==> src/rtl/apb_master.sv <==
// apb_master: single-outstanding APB requester that turns valid/ready commands into SETUP/ACCESS transfers.
// Optional ACCESS wait-state abort is compiled in with APB_MASTER_TIMEOUT_EN.
`timescale 1ns/1ps
module apb_master #(
  parameter int ADDR_BUS_WIDTH = 32,
  parameter int DATA_BUS_WIDTH = 32,
  parameter int TIMEOUT_CYC    = 16
) (
  input  logic                      PCLK,
  input  logic                      PRESETn,
  input  logic                      cmd_valid,
  output logic                      cmd_ready,
  input  logic                      cmd_write,
  input  logic [ADDR_BUS_WIDTH-1:0] cmd_addr,
  input  logic [DATA_BUS_WIDTH-1:0] cmd_wdata,
  output logic                      rsp_valid,
  output logic [DATA_BUS_WIDTH-1:0] rsp_rdata,
  output logic                      rsp_slverr,
  output logic                      rsp_timeout,
  output logic                      PSEL,
  output logic                      PENABLE,
  output logic                      PWRITE,
  output logic [ADDR_BUS_WIDTH-1:0] PADDR,
  output logic [DATA_BUS_WIDTH-1:0] PWDATA,
  input  logic [DATA_BUS_WIDTH-1:0] PRDATA,
  input  logic                      PREADY,
  input  logic                      PSLVERR
);

  typedef enum logic [1:0] {IDLE, SETUP, ACCESS} state_t;

  state_t                    r_state;
  logic                      r_live;
  logic                      r_psel;
  logic                      r_penable;
  logic                      r_pwrite;
  logic [ADDR_BUS_WIDTH-1:0] r_paddr;
  logic [DATA_BUS_WIDTH-1:0] r_pwdata;
  logic                      r_rsp_valid;
  logic [DATA_BUS_WIDTH-1:0] r_rsp_rdata;
  logic                      r_rsp_slverr;

`ifdef APB_MASTER_TIMEOUT_EN
  localparam int CNT_W = $clog2(TIMEOUT_CYC + 1);
  logic [CNT_W-1:0] r_wait_cnt;
  logic             r_rsp_timeout;
  logic             w_expire;

  // Fires on the TIMEOUT_CYC-th consecutive ACCESS edge that still sees no PREADY.
  assign w_expire    = (r_wait_cnt == CNT_W'(TIMEOUT_CYC - 1)) && !PREADY;
  assign rsp_timeout = r_rsp_timeout;
`else
  assign rsp_timeout = 1'b0;
`endif

  // r_live keeps cmd_ready low while reset is held and until the first edge after release.
  assign cmd_ready  = r_live && (r_state == IDLE);
  assign rsp_valid  = r_rsp_valid;
  assign rsp_rdata  = r_rsp_rdata;
  assign rsp_slverr = r_rsp_slverr;
  assign PSEL       = r_psel;
  assign PENABLE    = r_penable;
  assign PWRITE     = r_pwrite;
  assign PADDR      = r_paddr;
  assign PWDATA     = r_pwdata;

  always_ff @(posedge PCLK or negedge PRESETn) begin
    if (!PRESETn) begin
      r_state       <= IDLE;
      r_live        <= 1'b0;
      r_psel        <= 1'b0;
      r_penable     <= 1'b0;
      r_pwrite      <= 1'b0;
      r_paddr       <= '0;
      r_pwdata      <= '0;
      r_rsp_valid   <= 1'b0;
      r_rsp_rdata   <= '0;
      r_rsp_slverr  <= 1'b0;
`ifdef APB_MASTER_TIMEOUT_EN
      r_wait_cnt    <= '0;
      r_rsp_timeout <= 1'b0;
`endif
    end else begin
      r_live      <= 1'b1;
      r_rsp_valid <= 1'b0;
      case (r_state)
        IDLE: begin
          if (cmd_valid && r_live) begin
            r_paddr   <= cmd_addr;
            r_pwrite  <= cmd_write;
            r_pwdata  <= cmd_write ? cmd_wdata : '0;
            r_psel    <= 1'b1;
            r_penable <= 1'b0;
            r_state   <= SETUP;
          end
        end
        SETUP: begin
          r_penable <= 1'b1;
          r_state   <= ACCESS;
`ifdef APB_MASTER_TIMEOUT_EN
          r_wait_cnt <= '0;
`endif
        end
        ACCESS: begin
          if (PREADY) begin
            r_rsp_valid  <= 1'b1;
            r_rsp_slverr <= PSLVERR;
            r_rsp_rdata  <= (!r_pwrite && !PSLVERR) ? PRDATA : '0;
            r_psel       <= 1'b0;
            r_penable    <= 1'b0;
            r_state      <= IDLE;
`ifdef APB_MASTER_TIMEOUT_EN
            r_rsp_timeout <= 1'b0;
          end else if (w_expire) begin
            r_rsp_valid   <= 1'b1;
            r_rsp_slverr  <= 1'b1;
            r_rsp_timeout <= 1'b1;
            r_rsp_rdata   <= '0;
            r_psel        <= 1'b0;
            r_penable     <= 1'b0;
            r_state       <= IDLE;
          end else begin
            r_wait_cnt <= r_wait_cnt + CNT_W'(1);
`endif
          end
        end
        default: r_state <= IDLE;
      endcase
    end
  end

endmodule

==> config.mk <==
export PLATFORM = sky130hd
export DESIGN_NAME = apb_master
export DESIGN_NICKNAME = d
export VERILOG_FILES = /design/src/rtl/apb_master.sv
export SDC_FILE = /design/constraint.sdc
export NUM_CORES = 1
export LEC_CHECK = 0
export BUFFER_PORTS_ARGS = -buffer_cell sky130_fd_sc_hd__buf_2
export CORE_UTILIZATION = 40
export DETAILED_ROUTE_END_ITERATION = 8
export PLACE_DENSITY_LB_ADDON = 0.25
export SYNTH_ARGS = -nofsm -noshare
export SYNTH_HDL_FRONTEND = slang
export SYNTH_SLANG_ARGS = --single-unit
==> constraint.sdc <==
create_clock -name PCLK -period 1.8 [get_ports PCLK]
set_input_delay 0.09 -clock PCLK [delete_from_list [all_inputs] [get_ports PCLK]]
set_output_delay 0.09 -clock PCLK [all_outputs]
set_load 0.02 [all_outputs]
==> impl_metrics.yaml <==
layout:
  antenna_cells: 0
  syn2layout_area_growth_pct: 55.8
  nets: 768
  layout-drive-gt1-share: 0.387
  nFillCells: 776
  layoutNonFillerInstCount: 802
routing:
  drc: 0
  drt-pass1-iter-count: 4
  vias: 3682
  wirelength_mm: 11.2
  final_antenna_net_count: 0
  drt_iter0_markers: 182
  routed_via_density: 4.59
  routedWlPerCell_um: 14.0
grt:
  grt_pass1_wl_mm: 18.4
  grt_max_degree: 68
  use_met1: 0.248
  antenna_found_initial: 0
  grt_overflow: 0
  grt_pass1_vias: 3842
  grt_usage: 0.213
  busiest_layer: "met2"
  grt_util_met3: 0.0407
  grtUsageMet2: 0.382
yosys:
  synth_area_leaders: "dfrtp_1, mux2_4, nand2_1"
  yosysTopAreaCell: "dfrtp_1"
  synth_nets: 476
  synthDominantCellAreaShare: 0.626
  synth_area_sq_um: 4160
  syn_area_per_cell_sq_um: 11.1
  syn_inst: 374
  ys_seq_area_frac: 0.626
  ys_ff_latch: 104
  synth.distinct_cells: 18
  yosysWarnings: 0
timing:
  finalCriticalPeriod_ps: 1540
  hold_viol_final: 0
  period_share: 0.856
  fmax_mhz: 649
  fin_worst_skew_ps: 9.47
  tightest_slew_ps: 606
  max_slew_margin: 0.596
  rsz0062_at_grt: "no"
  drv_slew: 0
  setup-tns-final_ps: 0
  setup-violations-final: 0
  fin_hold_ws_ps: 57.8
worst_setup_path:
  timing.critical_path.max_delay_family: "flip-flops"
  critPathCaptureType: "flip-flop"
  arrival_ps: 1780
  path_max_fanout: 55
  crit_buf_inv: 1
  crit_slowest_cell: "dfrtp_1"
  crit_required_ps: 2040
  crit_chain: "nand4bb_4, buf_12, mux2_4"
  crit_path_max_incr_delay_ps: 450
  critPathKind: "flip-flop to flip-flop"
  worstSetupStartpointType: "flip-flop"
power:
  power_leakage_nw: 3.41
  pwr_density_cell_nw_per_um2: 1110
  p_total_mw: 7.18
  ir_worst_vdd_mv: 0.456
clock_network:
  htree_num_levels: 3
  clockBufferDepth: 2
  clk_latency_ps: 350
  cts_root_buf: "clkbuf_8"
  post_cts_buffers: 0
  cts_buffers: 9
  tritoncts: "built"
  cts.sinks: 104
  path_clk_slew_ps: 100
placement:
  portBuffers: 203
  gp_congestion: 0.749
  placedCellCount: 690
  dp_hpwl_mm: 6.99
floorplanning:
  floorplan.initialDensity: 0.420
  fp.dieH_um: 104
  core_area_sq_um: 9910
  die_w_um: 104
  dieArea_sq_um: 10800
  io_pins: 205
  fp-row-count: 36
job:
  max_cap_viol_count: 0
outcome:
  outcome: "finished clean"
hold_path:
  holdCritPathClass: "input pin to flip-flop"
[state kept, by name (all words and copies together) (netlist names)]
name,count
PADDR,32
PENABLE,1
PSEL,1
PWDATA,32
PWRITE,1
r_live,1
r_state,2
rsp_rdata,32
rsp_slverr,1
rsp_valid,1
[where the power goes]
group	total, mW	internal [mW]	switching [mW]
Clock	1.53	0.771	0.761
Combinational	2.45	1.04	1.41
Sequential	3.19	2.88	0.311
[final timing paths]
kind	end	cells past startpoint	slack [ps]	from
max reg2reg	PADDR[0]$_DFFE_PN0P_	3	260	r_state[1]$_DFFE_PN0P_
min in group asynchronous	PADDR[4]$_DFFE_PN0P_	2	240	PRESETn
max in group asynchronous	PADDR[3]$_DFFE_PN0P_	3	900	PRESETn
min reg2reg	PWDATA[21]$_DFFE_PN0P_	2	480	PWDATA[21]$_DFFE_PN0P_
max	PADDR[0]$_DFFE_PN0P_	3	260	r_state[1]$_DFFE_PN0P_
min	r_state[1]$_DFFE_PN0P_	3	60	PREADY
[what timing repair did]
action / in CTS / in global routing
resized for setup: 0 / 0
hold buffers: 98 / 0
endpoints found under the hold margin: 132 / 0
[metal layers]
layer | routed length, um | vias up
met5 | 0 | -
met3 | 579 | 22
met2 | 5820 | 155
li1 | - | 1790
met1 | 4620 | 1715
met4 | 223 | 0
[metrics by stage]
| stage | util | setup WS [ps] | area (sq um) |
|---|---|---|---|
| 3_5_place_dp | 0.534 | 274 | 5290 |
| 2_1_floorplan | - | 487 | 4160 |
| 4_1_cts | 0.654 | 269 | 6480 |
| 6_report | 0.654 | 260 | 6480 |
| 5_1_grt | 0.654 | 207 | 6480 |
| 3_3_place_gp | 0.534 | 321 | 5290 |
[cells in the final DEF (no fill, tap or decap)]
master and count:
dfrtp_1 104, nor2_2 1, buf_2 202, nand3_1 2, o21ai_1 5, buf_4 4, inv_1 2, buf_12 3
o21ai_0 60, nand2b_1 3, nand3b_1 2, bufinv_16 2, clkinvlp_4 2, nand2_1 131, nand4bb_4 1, mux2_2 1
clkbuf_8 9, mux2_4 33, clkinv_4 1, nor3b_1 1, conb_1 2, dlygate4sd3_1 98
[tightest hold or removal path: stages]
cell and delay, ps:
buf_2 100, nand2b_1 100, o21ai_0 70
[cell usage after synthesis]
| library cell | number |
|---|---|
| clkbuf_1 | 11 |
| nand3_1 | 2 |
| buf_6 | 5 |
| dfrtp_1 | 104 |
| mux2_4 | 33 |
| nand4bb_1 | 1 |
| nor2_1 | 1 |
| nand3b_1 | 2 |
| conb_1 | 2 |
| inv_1 | 2 |
| buf_4 | 2 |
| mux2_2 | 1 |
| o21ai_1 | 5 |
| nand2_1 | 131 |
| o21ai_0 | 60 |
| nand2b_1 | 3 |
| nor3b_1 | 1 |
| buf_2 | 8 |
[area by class of cell]
cell class | instances | area (sq um) | share of cell area
multi-input combinational | 242 | 1420 | 0.218
inverter | 2 | 7.51 | 0.00116
clock buffer | 9 | 124 | 0.0191
timing repair buffer | 307 | 2080 | 0.321
clock inverter | 5 | 83.8 | 0.0129
tap | 133 | 166 | 0.0257
sequential | 104 | 2600 | 0.401
[kinds of logic (layout without fill, tap and decap cells)]
family                 count (synthesis)  in the layout  share of synthesized area
buffers and inverters                 28            323                     0.0385
other                                  2              2                    0.00181
muxes                                 34             34                      0.122
DFF                                  104            104                      0.626
and+or+nand+nor                      141            141                      0.134
AOI/OAI and AO/OA                     65             65                     0.0782
Note: power is estimated with default switching activity, not from simulation.
